<file path="config.mk">
export PLATFORM = sky130hd
export DESIGN_NAME = mem_ctrl
export DESIGN_NICKNAME = d
export VERILOG_FILES = /design/src/rtl/mem_ctrl_pkg.sv /design/src/rtl/mem_ctrl.sv
export SDC_FILE = /design/constraint.sdc
export NUM_CORES = 1
export LEC_CHECK = 0
export CORE_UTILIZATION = 54
export CTS_CLUSTER_SIZE = 14
export DETAILED_ROUTE_END_ITERATION = 7
export PLACE_DENSITY = 0.86
export SYNTH_ARGS = -nofsm -noshare
export SYNTH_HDL_FRONTEND = slang
export SYNTH_SLANG_ARGS = --single-unit
export TNS_END_PERCENT = 30
</file>
<file path="constraint.sdc">
create_clock -name clk -period 16.9 [get_ports clk]
set_input_delay 2.535 -clock clk [delete_from_list [all_inputs] [get_ports clk]]
set_output_delay 2.535 -clock clk [all_outputs]
set_load 0.05 [all_outputs]
</file>
<file path="src/rtl/mem_ctrl_pkg.sv">
// Shared widths, access-size codes, IO addresses and FSM encoding for mem_ctrl.
// Also holds the little-endian byte lane helpers.
package mem_ctrl_pkg;

    localparam int unsigned RAM_ADDR_W = 32;
    localparam int unsigned RAM_DATA_W = 8;

    typedef logic [RAM_ADDR_W-1:0] ram_addr_t;
    typedef logic [RAM_DATA_W-1:0] ram_data_t;

    localparam logic [1:0] SIZE_B = 2'd0;
    localparam logic [1:0] SIZE_H = 2'd1;
    localparam logic [1:0] SIZE_W = 2'd2;

    localparam ram_addr_t IO_ADDR_OUT  = 32'h0003_0000;
    localparam ram_addr_t IO_ADDR_HALT = 32'h0003_0004;

    typedef enum logic [1:0] {
        IDLE = 2'd0,
        RD   = 2'd1,
        WR   = 2'd2
    } state_e;

    // Size code 3 is not architectural; it is served as a full word.
    function automatic logic [2:0] size_to_len(input logic [1:0] size);
        case (size)
            SIZE_B:  return 3'd1;
            SIZE_H:  return 3'd2;
            default: return 3'd4;
        endcase
    endfunction

    function automatic ram_data_t lane_get(input logic [31:0] word, input logic [1:0] idx);
        return word[{idx, 3'b000} +: 8];
    endfunction

    function automatic logic [31:0] lane_put(input logic [31:0] word, input logic [1:0] idx,
                                             input ram_data_t b);
        logic [31:0] w;
        w = word;
        w[{idx, 3'b000} +: 8] = b;
        return w;
    endfunction

endpackage

</file>
<file path="src/rtl/mem_ctrl.sv">
// Byte-serial RAM port arbiter for instruction fetch and data access (MEM wins).
// Optional MEM_CTRL_IO_WAIT_EN holds IO stores while the UART TX buffer is full.
module mem_ctrl
    import mem_ctrl_pkg::*;
(
    input  logic        clk,
    input  logic        rst,
    input  logic        rdy,
    input  logic        if_req,
    input  logic [31:0] if_addr,
    output logic        if_done,
    output logic [31:0] if_data,
    input  logic        mem_req,
    input  logic        mem_we,
    input  logic [1:0]  mem_size,
    input  logic [31:0] mem_addr,
    input  logic [31:0] mem_wdata,
    output logic        mem_done,
    output logic [31:0] mem_rdata,
    output logic        if_stall,
    output logic        mem_stall,
    input  logic [7:0]  ram_din,
    output logic [7:0]  ram_dout,
    output logic [31:0] ram_a,
    output logic        ram_wr,
    input  logic        io_buffer_full
);

    state_e      state_q, state_d;
    logic [2:0]  cnt_q, cnt_d;
    logic [2:0]  n_q, n_d;
    logic        is_if_q, is_if_d;
    logic [31:0] wdata_q, wdata_d;
    logic [31:0] asm_q, asm_d;
    ram_addr_t   ram_a_q, ram_a_d;
    ram_data_t   ram_dout_q, ram_dout_d;
    logic        ram_wr_q, ram_wr_d;
    logic        if_done_q, if_done_d;
    logic [31:0] if_data_q, if_data_d;
    logic        mem_done_q, mem_done_d;
    logic [31:0] mem_rdata_q, mem_rdata_d;

    logic        io_hold;
    logic        mem_ok;
    logic        if_ok;
    logic [31:0] captured;

`ifdef MEM_CTRL_IO_WAIT_EN
    assign io_hold = mem_we & io_buffer_full &
                     ((mem_addr == IO_ADDR_OUT) | (mem_addr == IO_ADDR_HALT));
`else
    logic unused_io;
    assign io_hold   = 1'b0;
    assign unused_io = io_buffer_full;
`endif

    // A requester whose done is showing is still holding its old request.
    assign mem_ok = mem_req & ~mem_done_q & ~io_hold;
    assign if_ok  = if_req & ~if_done_q;

    // Byte cnt-1 arrives one cycle after its address was sampled by the RAM.
    assign captured = lane_put(asm_q, 2'(cnt_q - 3'd1), ram_din);

    always_comb begin
        state_d     = state_q;
        cnt_d       = cnt_q;
        n_d         = n_q;
        is_if_d     = is_if_q;
        wdata_d     = wdata_q;
        asm_d       = asm_q;
        ram_a_d     = ram_a_q;
        ram_dout_d  = ram_dout_q;
        ram_wr_d    = 1'b0;
        if_done_d   = 1'b0;
        if_data_d   = if_data_q;
        mem_done_d  = 1'b0;
        mem_rdata_d = mem_rdata_q;

        case (state_q)
            IDLE: begin
                if (mem_ok) begin
                    is_if_d = 1'b0;
                    n_d     = size_to_len(mem_size);
                    ram_a_d = mem_addr;
                    wdata_d = mem_wdata;
                    cnt_d   = '0;
                    asm_d   = '0;
                    if (mem_we) begin
                        state_d    = WR;
                        ram_wr_d   = 1'b1;
                        ram_dout_d = mem_wdata[7:0];
                    end else begin
                        state_d = RD;
                    end
                end else if (if_ok) begin
                    is_if_d = 1'b1;
                    n_d     = 3'd4;
                    ram_a_d = if_addr;
                    cnt_d   = '0;
                    asm_d   = '0;
                    state_d = RD;
                end
            end

            RD: begin
                cnt_d = cnt_q + 3'd1;
                if ((cnt_q + 3'd1) < n_q) begin
                    ram_a_d = ram_a_q + 32'd1;
                end
                if (cnt_q != 3'd0) begin
                    asm_d = captured;
                end
                if (cnt_q == n_q) begin
                    state_d = IDLE;
                    cnt_d   = '0;
                    if (is_if_q) begin
                        if_done_d = 1'b1;
                        if_data_d = captured;
                    end else begin
                        mem_done_d  = 1'b1;
                        mem_rdata_d = captured;
                    end
                end
            end

            WR: begin
                if ((cnt_q + 3'd1) == n_q) begin
                    state_d    = IDLE;
                    cnt_d      = '0;
                    mem_done_d = 1'b1;
                end else begin
                    cnt_d      = cnt_q + 3'd1;
                    ram_a_d    = ram_a_q + 32'd1;
                    ram_wr_d   = 1'b1;
                    ram_dout_d = lane_get(wdata_q, 2'(cnt_q + 3'd1));
                end
            end

            default: begin
                state_d = IDLE;
                cnt_d   = '0;
            end
        endcase
    end

    always_ff @(posedge clk or posedge rst) begin
        if (rst) begin
            state_q     <= IDLE;
            cnt_q       <= '0;
            n_q         <= '0;
            is_if_q     <= 1'b0;
            wdata_q     <= '0;
            asm_q       <= '0;
            ram_a_q     <= '0;
            ram_dout_q  <= '0;
            ram_wr_q    <= 1'b0;
            if_done_q   <= 1'b0;
            if_data_q   <= '0;
            mem_done_q  <= 1'b0;
            mem_rdata_q <= '0;
        end else if (rdy) begin
            state_q     <= state_d;
            cnt_q       <= cnt_d;
            n_q         <= n_d;
            is_if_q     <= is_if_d;
            wdata_q     <= wdata_d;
            asm_q       <= asm_d;
            ram_a_q     <= ram_a_d;
            ram_dout_q  <= ram_dout_d;
            ram_wr_q    <= ram_wr_d;
            if_done_q   <= if_done_d;
            if_data_q   <= if_data_d;
            mem_done_q  <= mem_done_d;
            mem_rdata_q <= mem_rdata_d;
        end
    end

    assign ram_a     = ram_a_q;
    assign ram_dout  = ram_dout_q;
    // A frozen write cycle must not strobe the RAM; the byte is re-issued once rdy returns.
    assign ram_wr    = ram_wr_q & rdy;
    assign if_done   = if_done_q;
    assign if_data   = if_data_q;
    assign mem_done  = mem_done_q;
    assign mem_rdata = mem_rdata_q;
    assign if_stall  = if_req & ~if_done_q & ~rst;
    assign mem_stall = mem_req & ~mem_done_q & ~rst;

endmodule

</file>
==> flow_summary.yaml <==
outcome:
  status: "finished, final reports clean"
drt:
  wl_per_cell_um: 18.22
  first_iter_violations: 554
  drt_wl_total_um: 23250
  remaining_drc_errors: 0
  dr.pass1.iters: 6
  vias_per_cell: 5.880
  detail-route-antenna-nets: 0
  vias: 7503
grt:
  grt_overflow_total: 0
  grt_pass1_wl_um: 38510
  globalRouteTotalUtil_pct: 28.13
  antenna_found_initial: 0
  grt_max_degree: 108
  grt_pass1_vias: 7654
synth:
  yosysTopAreaCellShare_pct: 49.62
  synth_top_family_by_area: "multiplexers"
  muxShareOfSynthArea_pct: 15.85
  synth-compound-area-share_pct: 14.18
  synth_top_area_cell: "dfrtp_1"
  yosys_most_used_dff: "dfrtp_1"
  yosys.area_share.simple_pct: 14.64
  synthAdderAreaFrac_pct: 1.930
  ys_ff_latch: 180
  synthTopCellsByArea: "dfrtp_1, mux2_2, nand2_1"
  syn_inst: 844
  synth_xor_area_share_pct: 0.2895
  yosysWarnings: 0
  synthArstFlopShare_pct: 100.0
  synth_cell_type_count: 58
  synth_enable_flop_cells: 0
  netlist_area_um2: 9077
  syn_nets: 971
  yosysSeqAreaShare_pct: 49.62
  syn_area_per_cell_um2: 10.76
power:
  pwr-share-seq_pct: 31.6
  clockPowerShare_pct: 17.2
  p_per_area_nw_per_um2: 193.7
  p_sw_share_pct: 45.02
  p_sw_w: 0.001044
  peakVddDrop_v: 0.0001239
  intPower_w: 0.001275
  power_frac_comb_pct: 51.1
  leakagePower_nw: 5.248
sta:
  fin_ws_ps: 9610
  max_slew_margin_pct: 22.53
  worstMarginPinSlew_ps: 1157
  finalMaxSlewViolations: 0
  fmax_mhz: 137.2
  period_share_pct: 43.13
  hold_ws_ps: 489.7
  finalCriticalPeriod_ps: 7290
  hold_viol_final: 0
  rsz0062_at_grt: "no"
  clock_skew_ps: 9.664
  setup_viol: 0
  tns_ps: 0
finish:
  nets: 1170
  antennaDiodeCount: 0
  final_common_cell: "clkdlybuf4s50_1"
  fin_util_pct: 72.47
  design_area_um2: 11980
  final_cell_mix: "clkdlybuf4s50_1, dfrtp_1, nand2_1"
  drive_above_1_share_pct: 14.39
  nFillCells: 1174
  syn2layout_area_growth_pct: 31.92
  multi_input_area_um2: 4264
  seq_area_um2: 4504
clock_tree:
  post-cts-setup-buffer-count: 0
  clockBufferDepth: 2
  numCtsBuffers: 17
  hold_buffers: 0
  cts_resized: 0
  cts_tree: "yes"
  root_buffer: "clkbuf_16"
  clk_latency_ps: 430
  htree_levels: 4
  clk_pin_slew_worst_paths_ps: 70
  clock_sinks: 180
placed_design:
  pre_cts_slack_ps: 9516
  place_area_um2: 11380
  io_buffers: 220
  hpwl_um: 15840
  place_congestion: 0.8701
critical_path:
  cp_max_fo: 107
  path_cells: "clkdlybuf4s50_1 > inv_6 > and2_1 > clkdlybuf4s50_1"
  startpoint_type: "input pin"
  r2r-end: "ram_a[31]$_DFFE_PP0P_"
  crit_arrival_ps: 4750
  crit_type: "in2out"
  worst-r2r-cell-count: 9
  cpMaxStageDelayCell: "clkdlybuf4s50_1"
  critPathLaunch: "rst"
  critical_path.endpoint: "if_stall"
  r2r-start: "cnt_q[0]$_DFFE_PP0P_"
  required_ps: 14370
  path_common_cell: "clkdlybuf4s50_1"
  reg2reg_setup_slack_ps: 12870
  slowest_delay_ps: 820
  end_kind: "primary output"
die:
  die_h_um: 131.7
  rows: 47
  pin_count: 222
  start_util_pct: 54.93
  core_um2: 16520
  die_x_um: 131.7
  dieArea_um2: 17330
hold_path:
  hp-class: "reg2reg"
flow_run:
  maxCapViolCount: 0
[synthesized netlist by cell type (4+ instances only)]
cell type / number
a22o_1: 49
mux2_1: 13
a2bb2oi_1: 10
buf_6: 4
nor2_1: 50
clkbuf_1: 18
nand2b_1: 18
mux2i_1: 14
nand2_1: 118
o21ai_0: 51
ha_1: 14
a31oi_1: 10
nand4_1: 15
buf_2: 22
o22a_1: 8
dfrtp_1: 180
a21oi_1: 33
mux4_2: 7
o22ai_1: 10
mux2_2: 86
nor3_1: 9
nand3_1: 19
and3_1: 15
inv_1: 14
[power groups by stage]
| stage | logic (W) | clock network (W) | registers, W |
|---|---|---|---|
| 2_1_floorplan | 0.000524 | 0 | 0.00103 |
| 3_3_place_gp | 0.00115 | 0 | 0.000726 |
| 3_5_place_dp | 0.00118 | 0 | 0.000734 |
| 4_1_cts | 0.00119 | 0.000406 | 0.000729 |
| 5_1_grt | 0.00126 | 0.000422 | 0.000752 |
| 6_report | 0.00119 | 0.000400 | 0.000734 |
[state kept, by name, summed over array words and instances, names as in the netlist, 2 cells and up]
| register | cells |
|---|---|
| asm_q | 32 |
| cnt_q | 3 |
| if_data | 32 |
| mem_rdata | 32 |
| n_q | 3 |
| ram_a | 32 |
| ram_dout | 8 |
| state_q | 2 |
| wdata_q | 32 |
[per-layer routing]
metal,part of all wire (%),track usage (%),up-vias
met1,41,34.33,3627
li1,-,-,3461
met2,49,46.68,349
met3,6.9,6.713,66
met5,0,0,-
met4,3.5,14.02,0
[logic make-up (layout without fill, tap and decap cells)]
| logic type | Yosys count | count (layout) |
|---|---|---|
| AOI/OAI and AO/OA | 188 | 188 |
| xor gates and xnor gates | 3 | 3 |
| adders and majority gates | 14 | 14 |
| buffers and inverters | 66 | 278 |
| DFF | 180 | 180 |
| muxes | 121 | 121 |
| and+or+nand+nor | 272 | 272 |
[area by class of cell]
type                       instances  share of cell area [%]
multi-input combinational        598                   35.61
sequential                       180                   37.61
inverter                          17                  0.5747
timing repair buffer             229                   18.95
clock buffer                      17                   3.552
clock inverter                    15                   1.400
tap                              220                   2.299
[worst max-delay path, delay by kind of cell]
family / cells / cell delay [ps]
and+or+nand+nor: 1 / 240
buffers and inverters: 3 / 1960
[worst min-delay path by stage]
stage	from	endpoint	slack [ps]	depth (start not counted)
after floorplan	n_q[0]$_DFFE_PP0P_	n_q[0]$_DFFE_PP0P_	450	2
after global placement	ram_dout[7]$_DFFE_PP0P_	ram_dout[7]$_DFFE_PP0P_	460	2
after detailed placement	ram_dout[7]$_DFFE_PP0P_	ram_dout[7]$_DFFE_PP0P_	470	2
after CTS	mem_rdata[4]$_DFFE_PP0P_	mem_rdata[4]$_DFFE_PP0P_	490	1
after global routing	mem_rdata[11]$_DFFE_PP0P_	mem_rdata[11]$_DFFE_PP0P_	510	1
final	mem_rdata[11]$_DFFE_PP0P_	mem_rdata[11]$_DFFE_PP0P_	490	1
[through the flow]
step	total power [W]	std cells
2_1_floorplan	0.001552	844
3_3_place_gp	0.001880	1244
3_5_place_dp	0.001915	1244
4_1_cts	0.002324	1276
5_1_grt	0.002435	1276
6_report	0.002319	1276
Power figures use the tool's default switching activity.
